## src/rtl/syn_fifo_pkg.sv

```systemverilog
// Shared constants and helpers for the parametrised synchronous FIFO.
// Read-mode selectors and the occupancy counter width used by ports.
package syn_fifo_pkg;

  localparam int FIFO_STD  = 0;
  localparam int FIFO_FWFT = 1;

  // Occupancy needs one extra bit so a full FIFO (count == depth) is representable.
  function automatic int cnt_w(input int depth);
    return $clog2(depth) + 1;
  endfunction

endpackage

```

## src/rtl/syn_fifo_ram.sv

```systemverilog
// Simple dual-port storage, one write and one read port; read is registered (1 cycle) or async.
// No backpressure: the owner decides when we/re are legal.
module syn_fifo_ram #(
  parameter int data_width = 8,
  parameter int fifo_depth = 8,
  parameter bit reg_rd     = 1'b1,
  parameter int addr_w     = $clog2(fifo_depth)
) (
  input  logic                  clk,
  input  logic                  rst_n,
  input  logic                  we,
  input  logic [addr_w-1:0]     waddr,
  input  logic [data_width-1:0] wdata,
  input  logic                  re,
  input  logic [addr_w-1:0]     raddr,
  output logic [data_width-1:0] rdata
);

  logic [data_width-1:0] mem [fifo_depth];

  always_ff @(posedge clk) begin
    if (we) begin
      mem[waddr] <= wdata;
    end
  end

  generate
    if (reg_rd) begin : g_reg_rd
      logic [data_width-1:0] rdata_q;

      // Output register holds its value between reads; only it is reset, never the array.
      always_ff @(posedge clk) begin
        if (!rst_n) begin
          rdata_q <= '0;
        end else if (re) begin
          rdata_q <= mem[raddr];
        end
      end

      assign rdata = rdata_q;
    end else begin : g_async_rd
      // Disabled or in-reset port presents zeros rather than stale array contents.
      assign rdata = (re && rst_n) ? mem[raddr] : '0;
    end
  endgenerate

endmodule

```

## src/rtl/syn_fifo_param.sv

```systemverilog
// Parametrised synchronous FIFO; std read 1-cycle latency, FWFT head visible 1 cycle after write.
// Writes when full are dropped (ovf_fg) unless a read frees the slot; reads when empty set udf_fg.
module syn_fifo_param
  import syn_fifo_pkg::*;
#(
  parameter int data_width = 8,
  parameter int fifo_depth = 8,
  parameter int afull_thr  = fifo_depth - 2,
  parameter int aempty_thr = 2,
  parameter int fwft       = FIFO_STD
) (
  input  logic                           clk,
  input  logic                           rst_n,
  input  logic                           wr_en,
  input  logic [data_width-1:0]          wdata,
  input  logic                           rd_en,
  output logic [data_width-1:0]          rdata,
  output logic                           rvalid,
  output logic                           ful_fg,
  output logic                           emp_fg,
  output logic                           afull_fg,
  output logic                           aemp_fg,
  output logic [cnt_w(fifo_depth)-1:0]   count,
  output logic                           ovf_fg,
  output logic                           udf_fg
);

  localparam int addr_w = $clog2(fifo_depth);
  localparam int cw     = cnt_w(fifo_depth);

  localparam logic [cw-1:0] DEPTH_C  = cw'(fifo_depth);
  localparam logic [cw-1:0] AFULL_C  = cw'(afull_thr);
  localparam logic [cw-1:0] AEMPTY_C = cw'(aempty_thr);

  logic [addr_w-1:0]     wr_ptr;
  logic [addr_w-1:0]     rd_ptr;
  logic                  rd_accept;
  logic                  wr_accept;
  logic [cw-1:0]         count_nxt;
  logic                  rvalid_q;
  logic                  ram_re;
  logic [data_width-1:0] ram_rdata;

  // A read in the same cycle frees a slot, so a full FIFO still accepts the write.
  always_comb begin
    rd_accept = rd_en && !emp_fg;
    wr_accept = wr_en && (!ful_fg || rd_accept);
    count_nxt = count;
    if (wr_accept && !rd_accept) begin
      count_nxt = count + cw'(1);
    end else if (!wr_accept && rd_accept) begin
      count_nxt = count - cw'(1);
    end
  end

  // Flags are computed from count_nxt so they never lag the registered count.
  always_ff @(posedge clk) begin
    if (!rst_n) begin
      wr_ptr   <= '0;
      rd_ptr   <= '0;
      count    <= '0;
      ful_fg   <= 1'b0;
      emp_fg   <= 1'b1;
      afull_fg <= 1'b0;
      aemp_fg  <= 1'b1;
      ovf_fg   <= 1'b0;
      udf_fg   <= 1'b0;
      rvalid_q <= 1'b0;
    end else begin
      if (wr_accept) begin
        wr_ptr <= wr_ptr + addr_w'(1);
      end
      if (rd_accept) begin
        rd_ptr <= rd_ptr + addr_w'(1);
      end
      count    <= count_nxt;
      ful_fg   <= (count_nxt == DEPTH_C);
      emp_fg   <= (count_nxt == '0);
      afull_fg <= (count_nxt >= AFULL_C);
      aemp_fg  <= (count_nxt <= AEMPTY_C);
      ovf_fg   <= ovf_fg || (wr_en && !wr_accept);
      udf_fg   <= udf_fg || (rd_en && emp_fg);
      rvalid_q <= rd_accept;
    end
  end

  // FWFT keeps the async port enabled whenever a head word exists.
  assign ram_re = (fwft == FIFO_FWFT) ? !emp_fg : rd_accept;

  syn_fifo_ram #(
    .data_width (data_width),
    .fifo_depth (fifo_depth),
    .reg_rd     (fwft != FIFO_FWFT)
  ) u_ram (
    .clk   (clk),
    .rst_n (rst_n),
    .we    (wr_accept),
    .waddr (wr_ptr),
    .wdata (wdata),
    .re    (ram_re),
    .raddr (rd_ptr),
    .rdata (ram_rdata)
  );

  assign rdata  = ram_rdata;
  assign rvalid = (fwft == FIFO_FWFT) ? !emp_fg : rvalid_q;

endmodule

```

## config.mk

```make
export PLATFORM = sky130hd
export DESIGN_NAME = syn_fifo_param
export DESIGN_NICKNAME = d
export VERILOG_FILES = /design/src/rtl/syn_fifo_pkg.sv /design/src/rtl/syn_fifo_ram.sv /design/src/rtl/syn_fifo_param.sv
export SDC_FILE = /design/constraint.sdc
export NUM_CORES = 1
export LEC_CHECK = 0
export CORE_MARGIN = 4
export CORE_UTILIZATION = 60
export CTS_BUF_LIST = sky130_fd_sc_hd__clkbuf_4
export DETAILED_ROUTE_END_ITERATION = 16
export PLACE_DENSITY = 0.83
export SLEW_MARGIN = 20
export SYNTH_ARGS = -nofsm -noshare
export SYNTH_HDL_FRONTEND = slang
export SYNTH_SLANG_ARGS = --single-unit
export TNS_END_PERCENT = 30
```

## constraint.sdc

```tcl
create_clock -name clk -period 4.59 [get_ports clk]
set_input_delay 1.377 -clock clk [delete_from_list [all_inputs] [get_ports clk]]
set_output_delay 1.377 -clock clk [all_outputs]
set_load 0.02 [all_outputs]
```

==> flow_summary.yaml, run 1 <==
synthesis:
  syn_inst: 214
  synthTopCellsByArea: "edfxtp_1 (55%), dfxtp_1 (14%), mux4_2 (10%)"
  synth.most_common_cell: "edfxtp_1"
  synth_cell_types: 39
  ys_warn_count: 0
  synth_common_cells: "edfxtp_1 (64), dfxtp_1 (25), mux4_2 (16), mux2i_1 (10), o21ai_0 (10)"
  ys.flop_type: "edfxtp_1"
  async_flop_share: 0
  synth_nets: 230
  synth_top_area_frac: 0.549
  netlist_area_sq_um: 3500
  synth.largest_area_cell: "edfxtp_1"
  synth_edf_count: 64
  ys_seq_elements: 89
  yosysSeqAreaShare: 0.692
  syn-mean-instance-area_sq_um: 16.4
pwr:
  p_sw_frac: 0.281
  seqPwrFrac: 0.573
  internal_power_mw: 1.17
  p_switching_mw: 0.459
  irDropWorstVdd_mv: 0.256
  power.leakage_nw: 1.30
  power_frac_clock: 0.246
  powerDensity_nw_per_um2: 410
  pwr-share-comb: 0.181
routing:
  viasPerCell: 5.92
  final_antenna_net_count: 0
  routed_wl_um: 6480
  dr.pass1.iters: 4
  vias: 1913
  drc: 0
  routedWlPerCell_um: 20.1
  first_iter_violations: 98
placed_design:
  place_inst: 307
  place_congestion: 0.820
  post-place-ws_ns: 0.802
  post-dp-hpwl_um: 4550
  dpl_cell_area_sq_um: 3850
  numPortBuffers: 30
critical_path:
  arrival_ns: 3.42
  crit_path_start_kind: "input port"
  r2r-end: "u_ram.mem[5][7]$_DFFE_PP_"
  cp-end-kind: "register"
  slowest_delay_ns: 0.63
  path_max_fanout: 8
  rr_worst_depth: 4
  path_class: "input port to register"
  path_cells: "clkdlybuf4s50_1 -> nand2b_1 -> a21boi_1 -> nand2_1 -> nor2_1"
  critPathBufInv: 1
  required_ns: 4.67
  worstReg2RegStart: "emp_fg$_SDFF_PN1_"
  cpMaxStageDelayCell: "nor2_1"
  critPathTopFamily: "simple AND/OR/NAND/NOR gates"
  reg2reg_slack_ns: 2.26
final_layout:
  nets: 262
  design_area_sq_um: 3980
  area.growth.synth_to_final_pct: 13.7
  stdcell_count: 323
  final_core_util: 0.714
  n_antenna_cell: 0
  fill_cells: 377
  drive_above_1_share: 0.171
timing:
  slew_viol_final: 0
  finalSetupViolCount: 0
  period_share: 0.728
  fin_ws_ns: 1.25
  clock_skew_ns: 0.0133
  fmax_mhz: 299
  hold_viol: 0
  worst_pin_slew_ns: 0.782
  rsz0062_at_grt: "no"
  slew_headroom: 0.478
  fin_setup_tns_ns: 0
  fin_crit_ns: 3.34
clocking:
  root_buffer: "clkbuf_4"
  clockBufferDepth: 2
  cts_made_buffers: 9
  clk_latency_ns: 0.44
  cts_tree: "built"
  clock_sinks: 89
  ctsHoldBuffers: 0
  cts_setup_buffers: 0
  htreeDepth: 3
  ctsResizeCount: 0
  path_clk_slew_ns: 0.14
global_routing:
  grt_pass1_wl_um: 10200
  antenna_found_initial: 0
  grt_max_degree: 23
  grt_use_total: 0.201
  grt_pass1_vias: 1857
  overflow: 0
worst_hold_path:
  hold_class: "register to register"
  min_to: "ovf_fg$_SDFF_PN0_"
  min_from: "ovf_fg$_SDFF_PN0_"
  min_path_cells: 2
floorplan:
  core_area_sq_um: 5570
  initial_core_util: 0.628
  pin_count: 31
  rows: 27
  die_h_um: 84.4
  fp.dieArea_sq_um: 7120
  die_width_um: 84.4
status:
  status: "complete, no violations"
job:
  cap_violations: 0
per-stage QoR:
stage	hold slack, ns	power [mW]
after floorplan	0.482	1.15
final	0.511	1.63
after global routing	0.546	1.71
after global placement	0.484	1.25
after detailed placement	0.480	1.25
after CTS	0.515	1.64
area by class of cell:
cell class | instances | area, sq um | share of cell area
tap | 72 | 90.1 | 0.0226
inverter | 2 | 7.51 | 0.00189
sequential | 89 | 2420 | 0.609
clock inverter | 7 | 60.1 | 0.0151
clock buffer | 9 | 67.6 | 0.0170
multi-input combinational | 110 | 1000 | 0.252
timing repair buffer | 34 | 330 | 0.0830
routing by layer:
layer / GRT usage / vias to the layer above / part of all wire
li1: - / 882 / -
met1: 0.278 / 952 / 0.45
met2: 0.300 / 64 / 0.47
met3: 0.0471 / 15 / 0.060
met4: 0.104 / 0 / 0.025
met5: 0 / - / 0
worst min-delay path, stage by stage (launching register included):
cell and delay, ns:
dfxtp_1 0.35, a31oi_1 0.04, nor2b_1 0.09
layout by cell type (no fill, tap or decap), drive strengths merged, types with 2 or more instances in the layout:
cell type       n
edfxtp         64
clkdlybuf4s50  30
dfxtp          25
mux4           16
mux2i          10
o21ai          10
nor2            9
a21oi           9
clkbuf          9
nand2           7
and2            7
nand2b          6
inv             6
nor3            5
xnor2           4
ha              4
buf             4
nor2b           4
a211oi          3
a21boi          3
clkinvlp        2
power groups by stage:
| stage | Sequential [mW] | Combinational [mW] | Clock, mW |
|---|---|---|---|
| 3_3_place_gp | 0.952 | 0.294 | 0 |
| 5_1_grt | 0.942 | 0.321 | 0.451 |
| 6_report | 0.936 | 0.295 | 0.401 |
| 2_1_floorplan | 0.979 | 0.167 | 0 |
| 4_1_cts | 0.936 | 0.299 | 0.409 |
| 3_5_place_dp | 0.954 | 0.298 | 0 |
logic make-up (layout without fill, tap and decap cells):
logic type | after synthesis | after routing | synth area share
AO/OA/AOI/OAI | 30 | 30 | 0.0554
XOR/XNOR | 5 | 5 | 0.0125
adder cells (fa/ha/maj) | 4 | 4 | 0.0143
buffers and inverters | 15 | 52 | 0.0218
flip-flops | 89 | 89 | 0.692
multiplexers | 26 | 26 | 0.132
AND/OR/NAND/NOR | 45 | 45 | 0.0726
worst max-delay path by stage:
stage	cells past startpoint	startpoint	end	slack [ns]
floorplan	5	rd_en	u_ram.mem[0][0]$_DFFE_PP_	1.56
global placement	5	rd_en	u_ram.mem[4][6]$_DFFE_PP_	0.88
detailed placement	5	rd_en	u_ram.mem[5][1]$_DFFE_PP_	0.80
CTS	5	rd_en	u_ram.mem[5][7]$_DFFE_PP_	1.26
global route	5	rd_en	u_ram.mem[4][6]$_DFFE_PP_	1.14
finish	5	rd_en	u_ram.mem[5][7]$_DFFE_PP_	1.25
state kept, by name (all words and copies together) (netlist names):
signal	count
aemp_fg	1
udf_fg	1
u_ram.rdata	8
wr_ptr	3
rd_ptr	3
rvalid	1
ovf_fg	1
u_ram.mem	64
ful_fg	1
afull_fg	1
count	4
emp_fg	1
Note: power is estimated with default switching activity, not from simulation.
==> run 2: changes to the inputs <==
Settings changed: CORE_UTILIZATION 60 to 53, PLACE_DENSITY 0.83 to 0.77.
Clock period 4.59 ns to 2.7 ns, I/O delays scaled along.
==> run 2 against run 1 <==
  * Worst setup slack worse by 0.95 ns
  * Die area up 12%
  * First-iteration DRC count up 40%
  * Clock-buffer cell count up 1
  * Core utilization down 6.5 points
  * Critical path type is now register to primary output
  * Highest routed layer unchanged
==> flow_summary.yaml, run 2 (same netlist as run 1, synthesis figures left out) <==
pwr:
  power.leakage_nw: 1.40
  total_power_mw: 2.79
  powerDensity_nw_per_um2: 673
  irDropWorstVdd_mv: 0.365
clocking:
  root_buffer: "clkbuf_4"
  ctsResizeCount: 0
  cts_setup_buffers: 0
  clk_latency_ns: 0.44
  cts_made_buffers: 9
  ctsHoldBuffers: 0
  clock_sinks: 89
  path_clk_slew_ns: 0.15
  htreeDepth: 3
  clockBufferDepth: 2
  cts_tree: "built"
global_routing:
  overflow: 0
  grt_use_total: 0.174
  antenna_found_initial: 0
  grt_pass1_wl_um: 9750
  grt_pass1_vias: 1940
  grt_max_degree: 18
routing:
  dr.pass1.iters: 4
  final_antenna_net_count: 0
  drc: 0
  routedWlPerCell_um: 17.9
  routed_wl_um: 6240
  vias: 1971
  first_iter_violations: 137
  viasPerCell: 5.65
floorplan:
  die_width_um: 89.3
  core_area_sq_um: 6390
  die_h_um: 89.3
  pin_count: 31
  fp.dieArea_sq_um: 7970
  initial_core_util: 0.548
  rows: 29
timing:
  fmax_mhz: 416
  fin_crit_ns: 2.40
  hold_viol: 0
  slew_headroom: 0.462
  clock_skew_ns: 0.0220
  worst_pin_slew_ns: 0.807
  slew_viol_final: 0
  rsz0062_at_grt: "no"
  period_share: 0.891
  fin_setup_tns_ns: 0
  finalSetupViolCount: 0
critical_path:
  required_ns: 1.89
  reg2reg_slack_ns: 0.68
  r2r-end: "emp_fg$_SDFF_PN1_"
  path_class: "register to primary output"
  cpMaxStageDelayCell: "clkdlybuf4s50_1"
  rr_worst_depth: 5
  worstReg2RegStart: "count[0]$_SDFF_PN0_"
  path_max_fanout: 7
  crit_path_start_kind: "register"
  cp-end-kind: "primary output"
  critPathBufInv: 1
  critPathTopFamily: "buffers and inverters"
  arrival_ns: 1.59
  path_cells: "clkdlybuf4s50_1"
  slowest_delay_ns: 0.66
final_layout:
  design_area_sq_um: 4140
  final_core_util: 0.649
  area.growth.synth_to_final_pct: 18.3
  nets: 283
  drive_above_1_share: 0.235
  layout_common_cells: "edfxtp_1 (64), clkdlybuf4s50_1 (30), dfxtp_1 (25), buf_4 (25), mux4_2 (16)"
  n_antenna_cell: 0
  stdcell_count: 349
  largest_reg_flops: 64
  multi_input_area_sq_um: 1000
  fill_cells: 463
  layout_commonest_cell: "edfxtp_1"
  top_register: "u_ram.mem"
  seqCellArea_sq_um: 2420
status:
  status: "complete, no violations"
job:
  cap_violations: 0
placed_design:
  post-dp-hpwl_um: 4350
  place_congestion: 0.793
  place_inst: 333
  numPortBuffers: 30
  dpl_cell_area_sq_um: 4020
worst_hold_path:
  hold_class: "register to register"
  min_from: "udf_fg$_SDFF_PN0_"
  min_to: "udf_fg$_SDFF_PN0_"
  min_path_cells: 2
==> run 2: changes by cell type in the layout (fill, tap and decap cells not counted), sizes merged <==
cell and change:
clkbuf +1, clkinv -1, buf +21, inv -1
clkinvlp +1
==> run 2: area by class of cell <==
type	count	share of cell area
Inverter	2	0.00181
Timing Repair Buffer	55	0.118
Clock inverter	6	0.0124
Sequential cell	89	0.585
Multi-Input combinational cell	110	0.242
Clock buffer	10	0.0181
Tap cell	77	0.0233
==> run 2: worst max path at each step <==
| stage | slack, ns | endpoint | startpoint | depth (start not counted) |
|---|---|---|---|---|
| 4_1_cts | 0.28 | count[0] | count[0]$_SDFF_PN0_ | 1 |
| 3_5_place_dp | -0.02 | u_ram.mem[1][7]$_DFFE_PP_ | rd_en | 6 |
| 2_1_floorplan | 0.24 | u_ram.mem[0][0]$_DFFE_PP_ | rd_en | 5 |
| 3_3_place_gp | -0.03 | u_ram.mem[1][1]$_DFFE_PP_ | rd_en | 6 |
| 5_1_grt | 0.22 | count[1] | count[1]$_SDFF_PN0_ | 1 |
| 6_report | 0.30 | count[0] | count[0]$_SDFF_PN0_ | 1 |
==> run 2: power by group <==
group	internal [mW]	switching (mW)	total, mW
logic	0.268	0.243	0.510
clock network	0.212	0.462	0.674
registers	1.54	0.0632	1.60
total	2.02	0.768	2.79
==> run 2: metrics by stage <==
step | setup slack, ns | hold WS (ns)
finish | 0.295 | 0.508
global placement | -0.0303 | 0.472
floorplan | 0.240 | 0.482
CTS | 0.276 | 0.520
detailed placement | -0.0172 | 0.484
global route | 0.217 | 0.542
==> run 2: metal layers <==
| layer | wire (um) | vias up | track usage |
|---|---|---|---|
| met5 | 0 | - | 0 |
| met4 | 107 | 0 | 0.0744 |
| met3 | 404 | 11 | 0.0507 |
| li1 | - | 929 | - |
| met2 | 2960 | 60 | 0.267 |
| met1 | 2770 | 971 | 0.232 |
==> run 2: worst min-delay path: stages (launching register included) <==
cell     delay [ns]
dfxtp_1        0.36
a21oi_1        0.04
nor2b_1        0.09
